**src/rtl/fetch_prefetch_pkg.sv**
```systemverilog
// Shared types and constants for the prefetching fetch stage: state encoding,
// queue entry layout and J-type immediate decode.
package fetch_prefetch_pkg;

  typedef logic [31:0]        addr_t;
  typedef logic signed [31:0] imm_t;
  typedef logic [31:0]        inst_t;

  typedef logic [1:0] fetch_state_t;
  localparam fetch_state_t ST_IDLE  = 2'd0;
  localparam fetch_state_t ST_RUN   = 2'd1;
  localparam fetch_state_t ST_FLUSH = 2'd2;

  localparam logic [6:0] OPCODE_JAL = 7'b1101111;

  typedef struct packed {
    inst_t inst;
    addr_t pc;
    logic  pred;
  } fetch_entry_t;

  localparam int ENTRY_W = $bits(fetch_entry_t);

  function automatic logic is_jal(input inst_t i);
    return i[6:0] == OPCODE_JAL;
  endfunction

  function automatic imm_t jal_imm(input inst_t i);
    return {{12{i[31]}}, i[19:12], i[20], i[30:21], 1'b0};
  endfunction

endpackage

```
**src/rtl/fetch_prefetch_if.sv**
```systemverilog
// Bus bundle between the fetch stage, instruction memory, execute (redirect)
// and decode. master = fetch stage, slave = its environment.
interface fetch_prefetch_if;
  import fetch_prefetch_pkg::*;

  logic  imem_req_valid;
  logic  imem_req_ready;
  addr_t imem_req_addr;
  logic  imem_rsp_valid;
  inst_t imem_rsp_data;
  logic  redirect_valid;
  addr_t redirect_pc;
  logic  inst_valid;
  logic  inst_ready;
  inst_t inst_data;
  addr_t inst_pc;
  logic  inst_pred_taken;

  modport master (
    output imem_req_valid, imem_req_addr,
    input  imem_req_ready, imem_rsp_valid, imem_rsp_data,
    input  redirect_valid, redirect_pc,
    output inst_valid, inst_data, inst_pc, inst_pred_taken,
    input  inst_ready
  );

  modport slave (
    input  imem_req_valid, imem_req_addr,
    output imem_req_ready, imem_rsp_valid, imem_rsp_data,
    output redirect_valid, redirect_pc,
    input  inst_valid, inst_data, inst_pc, inst_pred_taken,
    output inst_ready
  );

endinterface

```
**src/rtl/fetch_prefetch_fifo.sv**
```systemverilog
// Synchronous FIFO with push/pop/clear; used for the instruction queue and the
// in-flight request-address queue. Storage is not reset, only pointers/count.
module fetch_fifo #(
  parameter int WIDTH = 8,
  parameter int DEPTH = 4
) (
  input  logic                       clk,
  input  logic                       reset,
  input  logic                       i_clear,
  input  logic                       i_push,
  input  logic                       i_pop,
  input  logic [WIDTH-1:0]           i_wdata,
  output logic [WIDTH-1:0]           o_rdata,
  output logic [$clog2(DEPTH+1)-1:0] o_count,
  output logic                       o_full,
  output logic                       o_empty
);

  localparam int AW = (DEPTH > 1) ? $clog2(DEPTH) : 1;
  localparam int CW = $clog2(DEPTH + 1);

  logic [WIDTH-1:0] r_mem [DEPTH];
  logic [AW-1:0]    r_wptr;
  logic [AW-1:0]    r_rptr;
  logic [CW-1:0]    r_count;
  logic             w_do_push;
  logic             w_do_pop;

  // Explicit wrap so non-power-of-two depths also work.
  function automatic logic [AW-1:0] ptr_inc(input logic [AW-1:0] p);
    return (p == AW'(DEPTH - 1)) ? '0 : p + AW'(1);
  endfunction

  assign o_count   = r_count;
  assign o_full    = (r_count == CW'(DEPTH));
  assign o_empty   = (r_count == '0);
  assign o_rdata   = r_mem[r_rptr];
  assign w_do_pop  = i_pop && !o_empty;
  assign w_do_push = i_push && (!o_full || w_do_pop);

  always_ff @(posedge clk) begin
    if (w_do_push) r_mem[r_wptr] <= i_wdata;
  end

  always_ff @(posedge clk) begin
    if (reset || i_clear) begin
      r_wptr  <= '0;
      r_rptr  <= '0;
      r_count <= '0;
    end else begin
      if (w_do_push) r_wptr <= ptr_inc(r_wptr);
      if (w_do_pop)  r_rptr <= ptr_inc(r_rptr);
      case ({w_do_push, w_do_pop})
        2'b10:   r_count <= r_count + CW'(1);
        2'b01:   r_count <= r_count - CW'(1);
        default: r_count <= r_count;
      endcase
    end
  end

endmodule

```
**src/rtl/fetch_prefetch.sv**
```systemverilog
// Prefetching fetch stage: in-order imem requests, DEPTH-entry instruction queue,
// redirect flush with stale-response discard. FETCH_JAL_PRED_EN enables JAL prediction.
module fetch_prefetch
  import fetch_prefetch_pkg::*;
#(
  parameter int    DEPTH     = 4,
  parameter int    MAX_OUTST = 2,
  parameter addr_t RESET_PC  = 32'h0000_0000
) (
  input logic              clk,
  input logic              reset,
  fetch_prefetch_if.master bus
);

  localparam int QCW = $clog2(DEPTH + 1);
  localparam int OCW = $clog2(MAX_OUTST + 1);

  fetch_state_t r_state;
  fetch_state_t w_state_nxt;
  addr_t        r_fpc;
  addr_t        w_fpc_nxt;
  logic [OCW-1:0] r_stale;
  logic [OCW-1:0] w_stale_nxt;
  logic [OCW-1:0] w_outst;
  logic [OCW-1:0] w_outst_nxt;

  logic         w_req_hs;
  logic         w_rsp;
  logic         w_push;
  logic         w_pop;
  logic         w_jal_hit;
  logic         w_redir;
  addr_t        w_redir_pc;
  addr_t        w_a_head;
  logic         w_a_full;
  logic         w_a_empty;
  fetch_entry_t w_q_wdata;
  fetch_entry_t w_q_rdata;
  logic [QCW-1:0] w_q_count;
  logic         w_q_full;
  logic         w_q_empty;

  // Address queue depth equals the outstanding-request count.
  fetch_fifo #(.WIDTH(32), .DEPTH(MAX_OUTST)) u_addr_q (
    .clk     (clk),
    .reset   (reset),
    .i_clear (1'b0),
    .i_push  (w_req_hs),
    .i_pop   (w_rsp),
    .i_wdata (r_fpc),
    .o_rdata (w_a_head),
    .o_count (w_outst),
    .o_full  (w_a_full),
    .o_empty (w_a_empty)
  );

  fetch_fifo #(.WIDTH(ENTRY_W), .DEPTH(DEPTH)) u_inst_q (
    .clk     (clk),
    .reset   (reset),
    .i_clear (bus.redirect_valid),
    .i_push  (w_push),
    .i_pop   (w_pop),
    .i_wdata (w_q_wdata),
    .o_rdata (w_q_rdata),
    .o_count (w_q_count),
    .o_full  (w_q_full),
    .o_empty (w_q_empty)
  );

  assign bus.imem_req_valid = (r_state != ST_IDLE) && !bus.redirect_valid && !w_a_full &&
                              ((int'(w_q_count) + int'(w_outst)) < DEPTH);
  assign bus.imem_req_addr  = r_fpc;

  assign w_req_hs = bus.imem_req_valid && bus.imem_req_ready;
  assign w_rsp    = bus.imem_rsp_valid;
  assign w_pop    = bus.inst_valid && bus.inst_ready;
  // A response in a redirect cycle belongs to the old path and is dropped.
  assign w_push   = w_rsp && (r_stale == '0) && !bus.redirect_valid;

`ifdef FETCH_JAL_PRED_EN
  assign w_jal_hit = w_push && is_jal(bus.imem_rsp_data);
`else
  assign w_jal_hit = 1'b0;
`endif

  assign w_q_wdata = '{inst: bus.imem_rsp_data, pc: w_a_head, pred: w_jal_hit};

  always_comb begin
    w_redir    = bus.redirect_valid;
    w_redir_pc = bus.redirect_pc;
`ifdef FETCH_JAL_PRED_EN
    if (!bus.redirect_valid && w_jal_hit) begin
      w_redir    = 1'b1;
      w_redir_pc = w_a_head + addr_t'(jal_imm(bus.imem_rsp_data));
    end
`endif
  end

  assign w_outst_nxt = w_outst + OCW'(w_req_hs) - OCW'(w_rsp);

  always_comb begin
    w_stale_nxt = r_stale;
    if (w_rsp && (r_stale != '0)) w_stale_nxt = r_stale - OCW'(1);
    // Everything still in flight after this edge was fetched down the old path.
    if (w_redir) w_stale_nxt = w_outst_nxt;
  end

  always_comb begin
    w_fpc_nxt = r_fpc;
    if (w_req_hs) w_fpc_nxt = r_fpc + 32'd4;
    if (w_redir)  w_fpc_nxt = w_redir_pc & 32'hFFFF_FFFC;
  end

  always_comb begin
    w_state_nxt = r_state;
    case (r_state)
      ST_IDLE:  w_state_nxt = ST_RUN;
      ST_RUN:   if (w_redir && (w_stale_nxt != '0)) w_state_nxt = ST_FLUSH;
      ST_FLUSH: if (w_stale_nxt == '0) w_state_nxt = ST_RUN;
      default:  w_state_nxt = ST_IDLE;
    endcase
  end

  always_ff @(posedge clk) begin
    if (reset) begin
      r_state <= ST_IDLE;
      r_fpc   <= RESET_PC;
      r_stale <= '0;
    end else begin
      r_state <= w_state_nxt;
      r_fpc   <= w_fpc_nxt;
      r_stale <= w_stale_nxt;
    end
  end

  assign bus.inst_valid      = !w_q_empty;
  assign bus.inst_data       = w_q_empty ? '0 : w_q_rdata.inst;
  assign bus.inst_pc         = w_q_empty ? '0 : w_q_rdata.pc;
  assign bus.inst_pred_taken = !w_q_empty && w_q_rdata.pred;

  always_ff @(posedge clk) begin
    if (!reset) begin
      assert (!(w_push && w_q_full && !w_pop));
      assert (!(w_rsp && w_a_empty));
    end
  end

endmodule

```
**src/flat_wrapper.sv**
```systemverilog
// flat-port wrapper written by rule: the top's interface ports become plain ports
module fetch_prefetch_flat import fetch_prefetch_pkg::*;
#(
  parameter int    DEPTH     = 4,
  parameter int    MAX_OUTST = 2,
  parameter addr_t RESET_PC  = 32'h0000_0000
)
  (clk, reset, bus_imem_req_valid, bus_imem_req_addr, bus_imem_req_ready, bus_imem_rsp_valid, bus_imem_rsp_data, bus_redirect_valid, bus_redirect_pc, bus_inst_valid, bus_inst_data, bus_inst_pc, bus_inst_pred_taken, bus_inst_ready);
  fetch_prefetch_if bus_i ();
  input logic clk;
  input logic reset;
  output wire logic [$bits(bus_i.imem_req_valid)-1:0] bus_imem_req_valid;
  output wire logic [$bits(bus_i.imem_req_addr)-1:0] bus_imem_req_addr;
  input wire logic [$bits(bus_i.imem_req_ready)-1:0] bus_imem_req_ready;
  input wire logic [$bits(bus_i.imem_rsp_valid)-1:0] bus_imem_rsp_valid;
  input wire logic [$bits(bus_i.imem_rsp_data)-1:0] bus_imem_rsp_data;
  input wire logic [$bits(bus_i.redirect_valid)-1:0] bus_redirect_valid;
  input wire logic [$bits(bus_i.redirect_pc)-1:0] bus_redirect_pc;
  output wire logic [$bits(bus_i.inst_valid)-1:0] bus_inst_valid;
  output wire logic [$bits(bus_i.inst_data)-1:0] bus_inst_data;
  output wire logic [$bits(bus_i.inst_pc)-1:0] bus_inst_pc;
  output wire logic [$bits(bus_i.inst_pred_taken)-1:0] bus_inst_pred_taken;
  input wire logic [$bits(bus_i.inst_ready)-1:0] bus_inst_ready;
  assign bus_imem_req_valid = bus_i.imem_req_valid;
  assign bus_imem_req_addr = bus_i.imem_req_addr;
  assign bus_i.imem_req_ready = bus_imem_req_ready;
  assign bus_i.imem_rsp_valid = bus_imem_rsp_valid;
  assign bus_i.imem_rsp_data = bus_imem_rsp_data;
  assign bus_i.redirect_valid = bus_redirect_valid;
  assign bus_i.redirect_pc = bus_redirect_pc;
  assign bus_inst_valid = bus_i.inst_valid;
  assign bus_inst_data = bus_i.inst_data;
  assign bus_inst_pc = bus_i.inst_pc;
  assign bus_inst_pred_taken = bus_i.inst_pred_taken;
  assign bus_i.inst_ready = bus_inst_ready;
  fetch_prefetch #(.DEPTH(DEPTH), .MAX_OUTST(MAX_OUTST), .RESET_PC(RESET_PC)) u_core (.clk(clk), .reset(reset), .bus(bus_i));
endmodule
```
**config.mk**
```make
export PLATFORM = sky130hd
export DESIGN_NAME = fetch_prefetch_flat
export DESIGN_NICKNAME = d
export VERILOG_FILES = /design/src/rtl/fetch_prefetch_pkg.sv /design/src/rtl/fetch_prefetch_if.sv /design/src/rtl/fetch_prefetch_fifo.sv /design/src/rtl/fetch_prefetch.sv /design/src/flat_wrapper.sv
export SDC_FILE = /design/constraint.sdc
export NUM_CORES = 1
export LEC_CHECK = 0
export BUFFER_PORTS_ARGS = -buffer_cell sky130_fd_sc_hd__buf_2
export CAP_MARGIN = 25
export CORE_MARGIN = 10
export CORE_UTILIZATION = 55
export CTS_BUF_LIST = sky130_fd_sc_hd__clkbuf_4 sky130_fd_sc_hd__clkbuf_8
export DETAILED_ROUTE_END_ITERATION = 12
export HOLD_SLACK_MARGIN = 0.15
export PLACE_DENSITY_LB_ADDON = 0.12
export SYNTH_ARGS = -nofsm -noshare
export SYNTH_HDL_FRONTEND = slang
export SYNTH_SLANG_ARGS = --single-unit
```
**constraint.sdc**
```tcl
create_clock -name clk -period 3.5 [get_ports clk]
set_clock_uncertainty 0.1 [all_clocks]
set_input_delay 0.35 -clock clk [delete_from_list [all_inputs] [get_ports clk]]
set_output_delay 0.35 -clock clk [all_outputs]
set_load 0.02 [all_outputs]
```
# Yosys cells after proc, flatten, opt, wreduce, memory -nomap -nowiden

Memories as Yosys holds them, arrays and structs flattened. A register that Yosys moved wholly into a read port is not among the register bits.
Cells that the tools add are included.

Add/subtract/negate cells: 13
Order comparisons: 1
Equal/unequal tests: 12
Muxes and demuxes: 23
Reduce and logical (&&, ||, !) cells: 35

Operators by type and width:

| kind                  | number |
|---|---|
| $mux 32               | 4 |
| $add 32x3->32 const B | 1 |
| $lt 32x4->1 const B   | 1 |
| $mux 2                | 8 |
| $logic_and 1x1->1     | 13 |
| $eq 2x2->1 const B    | 6 |
| $reduce_bool 2->1     | 6 |
| $logic_not 2->1       | 4 |
| $mux 1                | 8 |
| $add 2x1->2 const B   | 3 |
| $eq 2x1->1 const B    | 3 |
| $pmux 2 s3            | 1 |
| $pmux 3 s2            | 1 |
| $logic_not 1->1       | 5 |
| $add 3x2->4           | 1 |
| $ne 2x1->1 const B    | 2 |
| $pmux 2 s2            | 1 |
| $sub 2x1->2 const B   | 2 |
| $add 3x1->3 const B   | 1 |
| $eq 3x3->1 const B    | 1 |
| $logic_not 3->1       | 1 |
| $logic_or 1x1->1      | 3 |
| $sub 3x1->3 const B   | 1 |
| $add 1x1->1 const B   | 2 |
| 5 further kinds       | 5 |

Bits in registers: 47
Memory bits (writable): 320
Input port bits: 70
Output and inout port bits: 99
Word-level logic and storage cells: 96
Memories: 2

Memory list:

| memory                | words | bits a word | rd ports | clocked after memory_dff | wr ports | RTL line                  | RTL |
|---|---|---|---|---|---|---|---|
| u_core.u_inst_q.r_mem | 4     | 64          | 1        | 1                        | 1        | fetch_prefetch_fifo.sv:22 | `logic [WIDTH-1:0] r_mem [DEPTH];` |
| u_core.u_addr_q.r_mem | 2     | 32          | 1        | 1                        | 1        | fetch_prefetch_fifo.sv:22 |  |

# Depth between registers and ports, before layout

Word-level depth: 12
Depth in mapped cells: 11

# Modules after synthesis

Synthesis repeated with hierarchy kept, for this count alone.

Cell total of the unflattened synthesis: 878
Area total of the unflattened synthesis: 14996.9 um^2

By module, submodules not included:

| module                       | times used | cells an instance | area an instance (um^2) | sequential area each (um^2) |
|---|---|---|---|---|
| fetch_fifo (u_core.u_inst_q) | 1          | 394               | 9843.2                  | 7987.7 |
| fetch_fifo (u_core.u_addr_q) | 1          | 132               | 2578.7                  | 2021.9 |
| fetch_prefetch               | 1          | 352               | 2575.0                  | 680.7 |

# Worst setup path after synthesis

No wires, ideal clock.

Kind: reg-to-reg
Start: reg u_core.r_stale[0]
End: mem u_core.u_inst_q.r_mem[0][10] (netlist name), enable pin
Setup time: 0.426 ns
Arrival: 2.647 ns
Slack: 0.327 ns
Cell stages (with the launch flop): 6
Path buffers: 0
Clock period less this slack: 3.173 ns
Cells stage by stage: dfxtp_1 inv_1 ha_1 nand3b_1 a41oi_1 and2_1

Longest elaborated chain between the ends: 6

RTL lines:

| element                        | RTL line                  | RTL |
|---|---|---|
| from (decl)                    | fetch_prefetch.sv:22      | `logic [OCW-1:0] r_stale;` |
| from (signal assigned)         | fetch_prefetch.sv:132     | `r_stale <= w_stale_nxt;` |
| $logic_not 2->1                | fetch_prefetch.sv:78      | `assign w_push = w_rsp && (r_stale == '0) && !bus.redirect_valid;` |
| $logic_and 1x1->1 (2 in a row) | fetch_prefetch.sv:78      |  |
| $logic_and 1x1->1              | fetch_prefetch_fifo.sv:39 | `assign w_do_push = i_push && (!o_full \|\| w_do_pop);` |
| $mux 1                         | fetch_prefetch_fifo.sv:42 | `if (w_do_push) r_mem[r_wptr] <= i_wdata;` |
| $mux 1 (not written as such)   | fetch_prefetch_fifo.sv:42 |  |
| to (decl)                      | fetch_prefetch_fifo.sv:22 |  |

No other way between the ends.

==> impl_metrics.tcl <==
set metrics [dict create \
    nNetsFinal 1182 \
    nFillCells 1811 \
    postCtsHoldBufs 70 \
    reg2reg_to "u_core.bus.imem_req_addr[29]$_SDFFE_PP0P_" \
    dpl.hpwl_mm 17.9 \
    cts-root-buf "clkbuf_8" \
    synth_area_leader_cell "edfxtp_1" \
    antenna_found_initial 0 \
    worstMarginPinSlew_ns 0.796 \
    cts.sinks 356 \
    worstPathRequired_ns 3.05 \
    syn_inst 833 \
    tns_ns 0 \
    cp_max_fo 22 \
    maxSlewViolCount 0 \
    async_reset_ff_share_pct 0 \
    cts_made_buffers 56 \
    ys.warnings.count 0 \
    post-cts-setup-buffers 0 \
    coreArea_sq_um 25800 \
    maxCapViolCount 0 \
    drt_pass1_iterations 4 \
    seq_area_frac_synth_pct 71.3 \
    ys.flop_type "edfxtp_1" \
    pin_count 169 \
    rsz0062_at_grt "false" \
    critical_path_class "flip-flop to output port" \
    cp_data_arrival_time_ns 2.44 \
    grt-ovfl-total 0 \
    synth.most_common_cell "edfxtp_1" \
    remaining_drc_errors 0 \
    drive_gt1_share_pct 33.5 \
    netlist_top_cells_area "edfxtp_1 (65%), mux4_2 (9.7%), dfxtp_1 (6.7%)" \
    grtUsageTotal_pct 17.9 \
    wire_per_inst_microns 19.8 \
    yosysUniqueCellTypes 61 \
    rows 59 \
    hold_viol_final 0 \
    via_per_inst 5.56 \
    synth_commonest_cells "edfxtp_1 (308), and2_1 (74), mux4_2 (62), dfxtp_1 (48), nor2_1 (32)" \
    die_height_microns 181 \
    dpl_cell_area_sq_um 15600 \
    cp-start-kind "flip-flop" \
    diodes 0 \
    start_util_pct 55.4 \
    synth.avg_cell_area_sq_um 17.2 \
    cts_resized 0 \
    reg2regPathDepth 8 \
    crit_path_end_kind "output port" \
    powerDensity_nw_per_um2 535 \
    num_vias 8237 \
    stdcell_area_sq_um 17400 \
    slew_headroom_pct 46.9 \
    synth_edf_count 308 \
    routabilityCongestion 0.818 \
    status "finished, final reports clean" \
    grt_pass1_vias 8716 \
    finalSetupViolCount 0 \
    leakage_nw 6.23 \
    ant_nets 0 \
    synth_seq_cells 356 \
    ir_drop_v 0.000331 \
    max_freq_ghz 0.347 \
    whs_ns 0.239 \
    synth.top_cell.area_share_pct 64.6 \
    drt_iter0_drc 477 \
    htreeDepth 2 \
    io_buffers 161 \
    cts_buffer_depth 3 \
    drt_wl_total_mm 29.4 \
    cts_tree "done" \
    worstSetupEndpoint "bus_inst_pc[29]" \
    clkTransAtPathRegs_ns 0.06 \
    finalCritPeriodShare_pct 82.5 \
    min_period_ns 2.89 \
    syn_area_sq_um 14300 \
    die_x_microns 181 \
    min_path_type "input port to flip-flop" \
    area_growth_syn_to_layout_pct 21.8 \
    rrSetupSlack_ns 0.83 \
    r2r-start "u_core.u_inst_q.o_count[1]$_SDFFE_PP0P_" \
    die_area_sq_um 32900 \
    grt_pass1_wl_mm 47.5 \
    hp-start "reset" \
    grt_max_degree 64 \
    insertion_delay_ns 0.58 \
]
-- layout by cell type (no fill, tap or decap), types with 5 or more instances in the layout --
cell type / netlist / final
clkinv_1: 1 / 11
nor3_1: 9 / 9
inv_1: 13 / 13
nand2_1: 28 / 28
a31oi_1: 9 / 9
buf_2: 7 / 161
and4_1: 5 / 5
a21oi_1: 27 / 27
clkinv_2: 0 / 12
clkbuf_4: 1 / 17
buf_12: 0 / 9
mux2_2: 31 / 31
buf_4: 7 / 9
and3_1: 5 / 5
nand3_1: 13 / 13
a211oi_1: 6 / 6
dlygate4sd3_1: 1 / 70
dfxtp_1: 48 / 46
o21ai_0: 14 / 14
xnor2_1: 10 / 10
conb_1: 1 / 5
or4_1: 5 / 5
xor2_1: 7 / 7
mux4_2: 62 / 62
ha_1: 11 / 11
edfxtp_1: 308 / 308
nor2_1: 32 / 31
and2_1: 74 / 70
nand4_1: 10 / 10
clkbuf_8: 0 / 63
-- stage by stage --
stage	setup WS (ns)	power (W)	cells	utilization (%)
floorplan	0.327	0.00564	837	-
global placement	0.947	0.00590	1307	60.4
detailed placement	0.931	0.00593	1307	60.4
CTS	0.504	0.00944	1482	67.5
global route	0.466	0.00973	1482	67.5
finish	0.614	0.00934	1482	67.5
-- state kept, by name (all words and copies together) (netlist names), named ones only --
name / flops
u_core.bus.imem_req_addr: 30
u_core.r_stale: 2
u_core.r_state: 2
u_core.u_addr_q.o_count: 2
u_core.u_addr_q.r_mem: 60
u_core.u_addr_q.r_rptr: 1
u_core.u_addr_q.r_wptr: 1
u_core.u_inst_q.o_count: 3
u_core.u_inst_q.r_mem: 248
u_core.u_inst_q.r_rptr: 2
u_core.u_inst_q.r_wptr: 2
-- critical path: stages (launching register included) --
cell	delay, ns
dfxtp_4	0.67
buf_4	0.30
mux4_2	0.52
and2_1	0.20
buf_2	0.17
-- how the worst min path moves through the flow --
stage	endpoint	slack (ns)	depth (start not counted)
3_5_place_dp	flip-flop	0.37	2
5_1_grt	u_core.r_stale[0]$_SDFF_PP0_	0.25	2
2_1_floorplan	u_core.r_state[0]$_SDFFE_PP0P_	0.34	1
3_3_place_gp	u_core.r_state[0]$_SDFFE_PP0P_	0.37	1
6_report	u_core.r_stale[0]$_SDFF_PP0_	0.24	2
4_1_cts	u_core.u_addr_q.o_count[0]$_SDFFE_PP0P_	0.20	2
-- report_power, final --
part | total, W | switching, W | internal [W]
sequential | 0.00498 | 0.000102 | 0.00488
combinational | 0.000914 | 0.000505 | 0.000409
clock | 0.00344 | 0.00153 | 0.00191
-- metal layers --
layer | up-vias | global-route usage, % | routed length, microns
li1 | 3814 | - | -
met1 | 4123 | 23.1 | 12800
met2 | 253 | 29.2 | 14200
met3 | 47 | 4.69 | 1940
met4 | 0 | 5.43 | 496
met5 | - | 0 | 0
-- cell type report --
| type | count | area (sq um) | share of cell area [%] |
|---|---|---|---|
| Tap cell | 335 | 419 | 2.40 |
| Multi-Input combinational cell | 422 | 3860 | 22.1 |
| Sequential cell | 356 | 10200 | 58.6 |
| Clock inverter | 25 | 145 | 0.832 |
| Clock buffer | 80 | 995 | 5.70 |
| Inverter | 15 | 56.3 | 0.323 |
| Timing Repair Buffer | 249 | 1750 | 10.1 |
-- kinds of logic after synthesis --
kind of cell	Yosys count	synth area share [%]
adders and majority gates	12	1.10
DFF	356	71.3
muxes	97	12.5
AOI/OAI and AO/OA	84	3.77
xor gates and xnor gates	17	1.04
buffers and inverters	59	1.95
and+or+nand+nor	207	8.36
other	1	0.0262
No activity file was read; power rests on OpenSTA's default activity.
